[src/rtl/riscv_pkg.sv]
// Shared RISC-V pipeline definitions: datapath width, ResultSrc and ALUControl encodings.
// Latency: n/a (types and constants only).
// Backpressure: n/a.
package riscv_pkg;

  localparam int XLEN  = 32;
  localparam int REG_W = 5;   // register index width
  localparam int RES_W = 2;   // ResultSrc width
  localparam int ALU_W = 3;   // ALUControl width

  // Write-back result source select
  localparam logic [RES_W-1:0] RES_ALU = 2'b00;
  localparam logic [RES_W-1:0] RES_MEM = 2'b01;
  localparam logic [RES_W-1:0] RES_PC4 = 2'b10;

  // ALU operation codes
  localparam logic [ALU_W-1:0] ALU_ADD = 3'b000;
  localparam logic [ALU_W-1:0] ALU_SUB = 3'b001;
  localparam logic [ALU_W-1:0] ALU_AND = 3'b010;
  localparam logic [ALU_W-1:0] ALU_OR  = 3'b011;
  localparam logic [ALU_W-1:0] ALU_SLT = 3'b101;

endpackage

[src/rtl/id_ex_stage_load_use_detect.sv]
// Flags a Decode instruction that reads the destination of a load currently in Execute.
// Latency: purely combinational.
// Backpressure: none; the caller turns load_use into stalls and a bubble.
// Ports: E-stage load info (ResultSrcE, ValidE, RD_E), D-stage sources (ValidD, Rs1_D, Rs2_D) -> load_use.
module load_use_detect
  import riscv_pkg::*;
(
  input  logic [RES_W-1:0] ResultSrcE,
  input  logic             ValidE,
  input  logic [REG_W-1:0] RD_E,
  input  logic             ValidD,
  input  logic [REG_W-1:0] Rs1_D,
  input  logic [REG_W-1:0] Rs2_D,
  output logic             load_use
);

  // x0 never carries a load result, so it cannot create a dependency.
  assign load_use = (ResultSrcE == RES_MEM) && ValidE && (RD_E != '0) && ValidD &&
                    ((RD_E == Rs1_D) || (RD_E == Rs2_D));

endmodule

[src/rtl/id_ex_stage.sv]
// ID/EX pipeline register with load-use interlock, branch flush and a stall counter.
// Latency: D inputs appear on E outputs one cycle after the capturing edge.
// Backpressure: StallF/StallD hold upstream for one cycle on load-use; a bubble is inserted instead.
// Ports: clk/rst; D-stage controls/data/indices in; PCSrcE in; E-stage controls/data/indices out;
//        StallF, StallD, FlushD out (combinational); StallCount out (saturating bubble count).
module id_ex_stage
  import riscv_pkg::*;
#(
  parameter int XLEN  = riscv_pkg::XLEN,
  parameter int CNT_W = 32
) (
  input  logic             clk,
  input  logic             rst,
  input  logic             ValidD,
  input  logic             RegWriteD,
  input  logic             MemWriteD,
  input  logic             ALUSrcD,
  input  logic             BranchD,
  input  logic             JumpD,
  input  logic [1:0]       ResultSrcD,
  input  logic [2:0]       ALUControlD,
  input  logic [XLEN-1:0]  RD1_D,
  input  logic [XLEN-1:0]  RD2_D,
  input  logic [XLEN-1:0]  Imm_Ext_D,
  input  logic [XLEN-1:0]  PCD,
  input  logic [XLEN-1:0]  PCPlus4D,
  input  logic [4:0]       Rs1_D,
  input  logic [4:0]       Rs2_D,
  input  logic [4:0]       RD_D,
  input  logic             PCSrcE,
  output logic             ValidE,
  output logic             RegWriteE,
  output logic             MemWriteE,
  output logic             ALUSrcE,
  output logic             BranchE,
  output logic             JumpE,
  output logic [1:0]       ResultSrcE,
  output logic [2:0]       ALUControlE,
  output logic [XLEN-1:0]  RD1_E,
  output logic [XLEN-1:0]  RD2_E,
  output logic [XLEN-1:0]  Imm_Ext_E,
  output logic [XLEN-1:0]  PCE,
  output logic [XLEN-1:0]  PCPlus4E,
  output logic [4:0]       Rs1_E,
  output logic [4:0]       Rs2_E,
  output logic [4:0]       RD_E,
  output logic             StallF,
  output logic             StallD,
  output logic             FlushD,
  output logic [CNT_W-1:0] StallCount
);

  logic load_use;
  logic stall;
  logic bubble;

  load_use_detect u_load_use_detect (
    .ResultSrcE (ResultSrcE),
    .ValidE     (ValidE),
    .RD_E       (RD_E),
    .ValidD     (ValidD),
    .Rs1_D      (Rs1_D),
    .Rs2_D      (Rs2_D),
    .load_use   (load_use)
  );

  // A taken branch makes the Decode instruction wrong-path: flush it rather than stall for it.
  assign stall  = load_use && !PCSrcE;
  assign StallF = stall;
  assign StallD = stall;
  assign FlushD = PCSrcE;
  assign bubble = load_use || PCSrcE;

  // Bubble is all-zero, including Rs/RD, so the hazard unit never forwards into it.
  always_ff @(posedge clk or posedge rst) begin
    if (rst) begin
      ValidE      <= 1'b0;
      RegWriteE   <= 1'b0;
      MemWriteE   <= 1'b0;
      ALUSrcE     <= 1'b0;
      BranchE     <= 1'b0;
      JumpE       <= 1'b0;
      ResultSrcE  <= RES_ALU;
      ALUControlE <= '0;
      RD1_E       <= '0;
      RD2_E       <= '0;
      Imm_Ext_E   <= '0;
      PCE         <= '0;
      PCPlus4E    <= '0;
      Rs1_E       <= '0;
      Rs2_E       <= '0;
      RD_E        <= '0;
    end else if (bubble) begin
      ValidE      <= 1'b0;
      RegWriteE   <= 1'b0;
      MemWriteE   <= 1'b0;
      ALUSrcE     <= 1'b0;
      BranchE     <= 1'b0;
      JumpE       <= 1'b0;
      ResultSrcE  <= RES_ALU;
      ALUControlE <= '0;
      RD1_E       <= '0;
      RD2_E       <= '0;
      Imm_Ext_E   <= '0;
      PCE         <= '0;
      PCPlus4E    <= '0;
      Rs1_E       <= '0;
      Rs2_E       <= '0;
      RD_E        <= '0;
    end else begin
      ValidE      <= ValidD;
      RegWriteE   <= RegWriteD;
      MemWriteE   <= MemWriteD;
      ALUSrcE     <= ALUSrcD;
      BranchE     <= BranchD;
      JumpE       <= JumpD;
      ResultSrcE  <= ResultSrcD;
      ALUControlE <= ALUControlD;
      RD1_E       <= RD1_D;
      RD2_E       <= RD2_D;
      Imm_Ext_E   <= Imm_Ext_D;
      PCE         <= PCD;
      PCPlus4E    <= PCPlus4D;
      Rs1_E       <= Rs1_D;
      Rs2_E       <= Rs2_D;
      RD_E        <= RD_D;
    end
  end

  // Counts only real stalls; a flushed load-use costs no stall cycle.
  always_ff @(posedge clk or posedge rst) begin
    if (rst) begin
      StallCount <= '0;
    end else if (stall && (StallCount != {CNT_W{1'b1}})) begin
      StallCount <= StallCount + 1'b1;
    end
  end

endmodule

[config.mk]
export PLATFORM = sky130hd
export DESIGN_NAME = id_ex_stage
export DESIGN_NICKNAME = d
export VERILOG_FILES = /design/src/rtl/riscv_pkg.sv /design/src/rtl/id_ex_stage_load_use_detect.sv /design/src/rtl/id_ex_stage.sv
export SDC_FILE = /design/constraint.sdc
export NUM_CORES = 1
export LEC_CHECK = 0
export BUFFER_PORTS_ARGS = -buffer_cell sky130_fd_sc_hd__buf_4
export CAP_MARGIN = 25
export CORE_AREA = 4 4 157 159
export DETAILED_ROUTE_END_ITERATION = 16
export DIE_AREA = 0 0 161 163
export GPL_TIMING_DRIVEN = 0
export SYNTH_ARGS = -nofsm -noshare
export SYNTH_HDL_FRONTEND = slang
export SYNTH_SLANG_ARGS = --single-unit
[constraint.sdc]
create_clock -name clk -period 16.4 [get_ports clk]
set_clock_uncertainty 0.2 [all_clocks]
set_input_delay 0.82 -clock clk [delete_from_list [all_inputs] [get_ports clk]]
set_output_delay 0.82 -clock clk [all_outputs]
set_load 0.01 [all_outputs]
# Word-level counts from Yosys, hierarchy flattened
# Index checks and enable logic that the tools add are counted.
# word_totals
output_inout_bits	221
wordCells	48
regBits	218
inputBits	189
# classes
n_reduce_logical	10
add_sub_neg	1
eq_ne	4
muxes	16
# ops
cell	n
$mux W32	5
$add A32 B1 Y32 const B	1
$ne A32 B32 Y1 const B	1
$mux W5	3
$eq A5 B5 Y1	2
$logic_and A1 B1 Y1	6
$mux W1	6
$reduce_bool A5 Y1	1
$mux W3	1
$eq A2 B1 Y1 const B	1
$logic_or A1 B1 Y1	2
$mux W2	1
$logic_not A1 Y1	1

# Logic depth before layout (Yosys ltp)
# logic_depth
ltp_word	7
depth_mapped	8

# By module
# A second synthesis with hierarchy kept.
# unflattened
hier_cells	554
area_unflattened_um2	7631.1
# by_module_without_submodules
mod	area_each_um2	cells_each	instances	seq_area_each_um2
id_ex_stage	7490.9	536	1	5455.2
load_use_detect	140.1	18	1	0.0

# Worst setup path before layout
# No wires, ideal clock.
# synth_path
path_kind	in2out
startpoint	input port Rs1_D[4]
endpoint	output port StallF
n_path_buf	1
t_arrival_ps	1734
cell_stages	6
path_slack_ps	13646
path_cell_list	xnor2_1 -> nand3_1 -> o22ai_4 -> nand2_2 -> inv_2 -> buf_4
# synth_via
elab_chain_cells	4
# synth_lines
item	line_no	text
start, declared	id_ex_stage.sv:27	input logic [4:0] Rs1_D,
$eq A5 B5 Y1	id_ex_stage_load_use_detect.sv:19	((RD_E == Rs1_D) || (RD_E == Rs2_D));
$logic_or A1 B1 Y1	id_ex_stage_load_use_detect.sv:19	
$logic_and A1 B1 Y1	id_ex_stage_load_use_detect.sv:18	assign load_use = (ResultSrcE == RES_MEM) && ValidE && (RD_E != '0) && ValidD &&
$logic_and A1 B1 Y1	id_ex_stage.sv:68	assign stall = load_use && !PCSrcE;
end, declared	id_ex_stage.sv:47	output logic StallF,
# No other way between the ends.

# Worst setup path in the final report
# layout_path
startpoint	register RD_E[0]
endpoint	output port StallF
# layout_via
elab_chain_cells	5
elab_cells_between_ends	8
# layout_lines
item	line_no	text
start, declared	id_ex_stage.sv:46	output logic [4:0] RD_E,
start signal, assigned	id_ex_stage.sv:92	RD_E <= '0;
start signal, assigned	id_ex_stage.sv:109	RD_E <= '0;
start signal, assigned	id_ex_stage.sv:126	RD_E <= RD_D;
$reduce_bool A5 Y1	id_ex_stage_load_use_detect.sv:18	
$logic_and A1 B1 Y1 (2 in a row)	id_ex_stage_load_use_detect.sv:18	
$logic_and A1 B1 Y1 *	id_ex_stage_load_use_detect.sv:18	
$logic_and A1 B1 Y1 *	id_ex_stage.sv:68	
# Every way passes the cells marked *; elsewhere a longest branch is shown, timed or not.

==> implementation parameters <==
Parameter                              Value

GRT
  Wire length of the first global-routing pass ... 35560 um
  Number of global-route vias before repair ... 5995
  Maximum number of pins on one net before global-route repair ... 123
  All-Layer GR Usage ... 17.37%
  Global route total overflow ... 0
  Initial antenna violation count ... 0

Power and ir drop
  Internal power component ... 0.9474 mW
  Worst vdd rail ir drop ... 0.05692 mV
  Switch share ... 22.14%
  Power density relative to cell area ... 101.2 mW/mm2
  Proportion of power drawn by flip-flops and latches ... 46.8%
  Part of the total power dissipated in the clock network ... 42.6%
  Switching power ... 0.2693 mW
  Leakage component of the power ... 6.257 nW
  Combinational group share of total power ... 10.7%
  Sum of internal, switching and leakage power ... 1.217 mW

Placement
  Placed wire-length estimate after detailed placement ... 18260 um
  Final estimated routing congestion in global placement ... 0.7878
  PortBufs ... 409
  Post-place instance area ... 0.01126 mm2

Clock network
  Deepest level of the CTS H-tree ... 1
  Buffer depth of the longest clock path ... 3
  Register clock-pin slew on the reported worst setup and hold paths ... 50 ps
  TritonCTS clock tree ... done
  Number of hold-repair buffers added at the cts stage ... 0
  Total clock buffers created by CTS ... 24
  Setup bufs post-CTS ... 0
  Total clock sinks ... 218
  Clk_lat worst skew ... 500 ps
  Master cell of the clock root buffer ... clkbuf_16
  Resize count post-CTS ... 0

Route
  Detailed-router iteration count before antenna repair ... 4
  Number of nets still failing antenna checks after routing ... 0
  Residual DRC count ... 0
  Number of vias after detailed routing ... 5626
  Average wire per standard cell ... 17.48 um
  Starting DRC count in detailed routing ... 192
  Via density per instance ... 4.208
  Post-Route WL ... 23370 um

Outcome
  Outcome ... completed

Floorplanning
  Width of the chip ... 161 um
  Overall die area ... 0.02624 mm2
  Initial Util ... 33.35%
  Placeable core region ... 0.02326 mm2
  Height of the die ... 163 um
  # IOs ... 410
  Placement Rows ... 56

Critical path
  Data required, critical path ... 15380 ps
  Flop-to-flop setup slack ... 13990 ps
  Kind of capture point of the worst setup path ... output port
  Worst-path fanout max ... 9
  Arrival time at the worst endpoint ... 2360 ps
  Path type of the worst setup path ... reg2out
  Critical path startpoint category ... register

STA
  Slew Limit Fails ... 0
  Sum of negative setup slack ... 0 ps
  Final period utilization ... 20.63%
  Count of final hold-check violations ... 0
  Worst slew margin ... 53.90%
  Minimum clock period after layout ... 3384 ps
  Transition time at the pin with the least slew margin ... 691.5 ps
  Peak Freq ... 0.2955 GHz
  Number of endpoints failing setup at the final stage ... 0
  Worst hold slack ... 229.1 ps
  Setup repair after global routing missed its margin ... false

Final layout
  Most common cell after layout, fill and taps aside ... buf_4
  Number of antenna cells inserted ... 0
  Post-layout instance area ... 0.01203 mm2
  Share of post-route cells with drive strength above 1 ... 47.35%
  Most frequent cells in the layout ... buf_4 (423), dfrtp_1 (218), and2_1 (187)
  Area growth, synth to finish ... 55.01%
  Filler instances ... 2138
  Number of nets at the end of the flow ... 1192
  Fraction of the core area covered by cells at the end of the flow ... 51.70%

Logic synthesis
  Number of warnings reported in the yosys synthesis log ... 0
  Nets in the synthesized netlist ... 756
  Average footprint of a synthesized cell ... 13.71 um2
  Post-synthesis cell count ... 566
  Number of different library cells in the post-synthesis netlist ... 38
  Post-Syn Area ... 0.007759 mm2
  Synthesis-stage register bit count ... 218
  Seq/Total Area, Yosys ... 70.31%

Min path
  Worst min-delay path class ... in2async

Job
  Max-cap viol count ... 0
[registers in the layout (all words and copies together) (netlist names)]
signal,flops
RD_E,5
Rs1_E,5
BranchE,1
MemWriteE,1
Imm_Ext_E,32
ALUControlE,3
StallCount,32
Rs2_E,5
PCE,32
ALUSrcE,1
ValidE,1
RD1_E,32
JumpE,1
ResultSrcE,2
PCPlus4E,32
RD2_E,32
RegWriteE,1
[final cells by class]
cell class	count	area, um2	area share, %
flip-flops and latches	218	5455	45.36
repair buffers	410	3098	25.76
multi-input cells	320	2141	17.80
clock buffers	37	710.7	5.909
well taps	319	399.1	3.319
plain buffers	22	140.1	1.165
clock inverters	5	52.55	0.4370
inverters	6	30.03	0.2497
[power groups by stage]
stage	logic (mW)	clock network, mW	registers, mW
after floorplan	0.0334	0	0.591
after global placement	0.131	0	0.579
after detailed placement	0.133	0	0.579
after CTS	0.134	0.536	0.569
after global routing	0.141	0.559	0.572
final	0.130	0.518	0.569
[cell usage after synthesis]
library cell | n | area (um2)
and2_1 | 187 | 1170
nor4_4 | 2 | 42.54
dfrtp_1 | 218 | 5455
mux2_2 | 2 | 22.52
buf_2 | 4 | 20.02
clkbuf_1 | 4 | 15.01
ha_1 | 1 | 12.51
nand3_1 | 10 | 50.05
inv_1 | 5 | 18.77
nand3_4 | 1 | 17.52
xnor2_1 | 19 | 166.4
or4_4 | 1 | 11.26
xor2_1 | 20 | 175.2
nor4_1 | 8 | 50.05
inv_2 | 1 | 3.750
and4b_2 | 1 | 11.26
buf_4 | 14 | 105.1
nor2b_1 | 1 | 6.260
nand2_2 | 1 | 6.260
nor4b_1 | 2 | 17.52
nor3b_1 | 1 | 7.510
and3_1 | 4 | 25.02
nand3_2 | 2 | 20.02
and4_1 | 1 | 8.760
nand2b_1 | 1 | 6.260
or4_1 | 1 | 7.510
o21ai_4 | 1 | 16.27
nand4_4 | 1 | 21.27
nor3_1 | 11 | 55.05
or2_2 | 1 | 6.260
nor2_4 | 1 | 11.26
mux2_4 | 1 | 15.01
nor2_1 | 10 | 37.54
nand2_1 | 19 | 71.32
nor2_2 | 1 | 6.260
or2_4 | 1 | 8.760
nand4_1 | 6 | 37.54
o22ai_4 | 1 | 20.02
[layer usage]
layer	share of wire, %	track usage (%)	vias to the layer above
li1	-	-	2663
met5	0	0	-
met1	36	20.08	2660
met4	2.0	4.071	0
met3	11	6.859	35
met2	51	30.53	268
[kinds of logic after synthesis]
| family | count (synthesis) | share of synthesized area, % |
|---|---|---|
| adder cells (fa/ha/maj) | 1 | 0.1612 |
| multiplexers | 3 | 0.4837 |
| AND/OR/NAND/NOR | 275 | 22.08 |
| buffers and inverters | 28 | 2.096 |
| AO/OA/AOI/OAI | 2 | 0.4677 |
| XOR/XNOR | 39 | 4.403 |
| flip-flops | 218 | 70.31 |
[final timing paths]
| path | from | endpoint | cells past startpoint |
|---|---|---|---|
| min in group clk | StallCount[14] | StallCount[14] | 1 |
| setup / recovery | RD_E[0] | StallF | 7 |
| setup reg to reg | RD_E[0] | RD1_E[3] | 7 |
| hold reg to reg | StallCount[14] | StallCount[14] | 1 |
| max in group asynchronous | rst | Rs1_E[0] | 3 |
| hold / removal | rst | PCE[8] | 2 |
[worst max-delay path, stage by stage, from the launching register on]
cell and delay [ps]:
dfrtp_1 420, or4_4 580, o21ai_4 190, nor2_1 90
nand2_2 160, inv_2 140, buf_4 150, buf_4 130
[metrics by stage]
step | instances | setup slack (ps)
finish | 1337 | 13020
global route | 1337 | 12910
CTS | 1337 | 12990
detailed placement | 1295 | 13250
global placement | 1294 | 6858
floorplan | 566 | 9416
(Power assumes the default switching activity.)
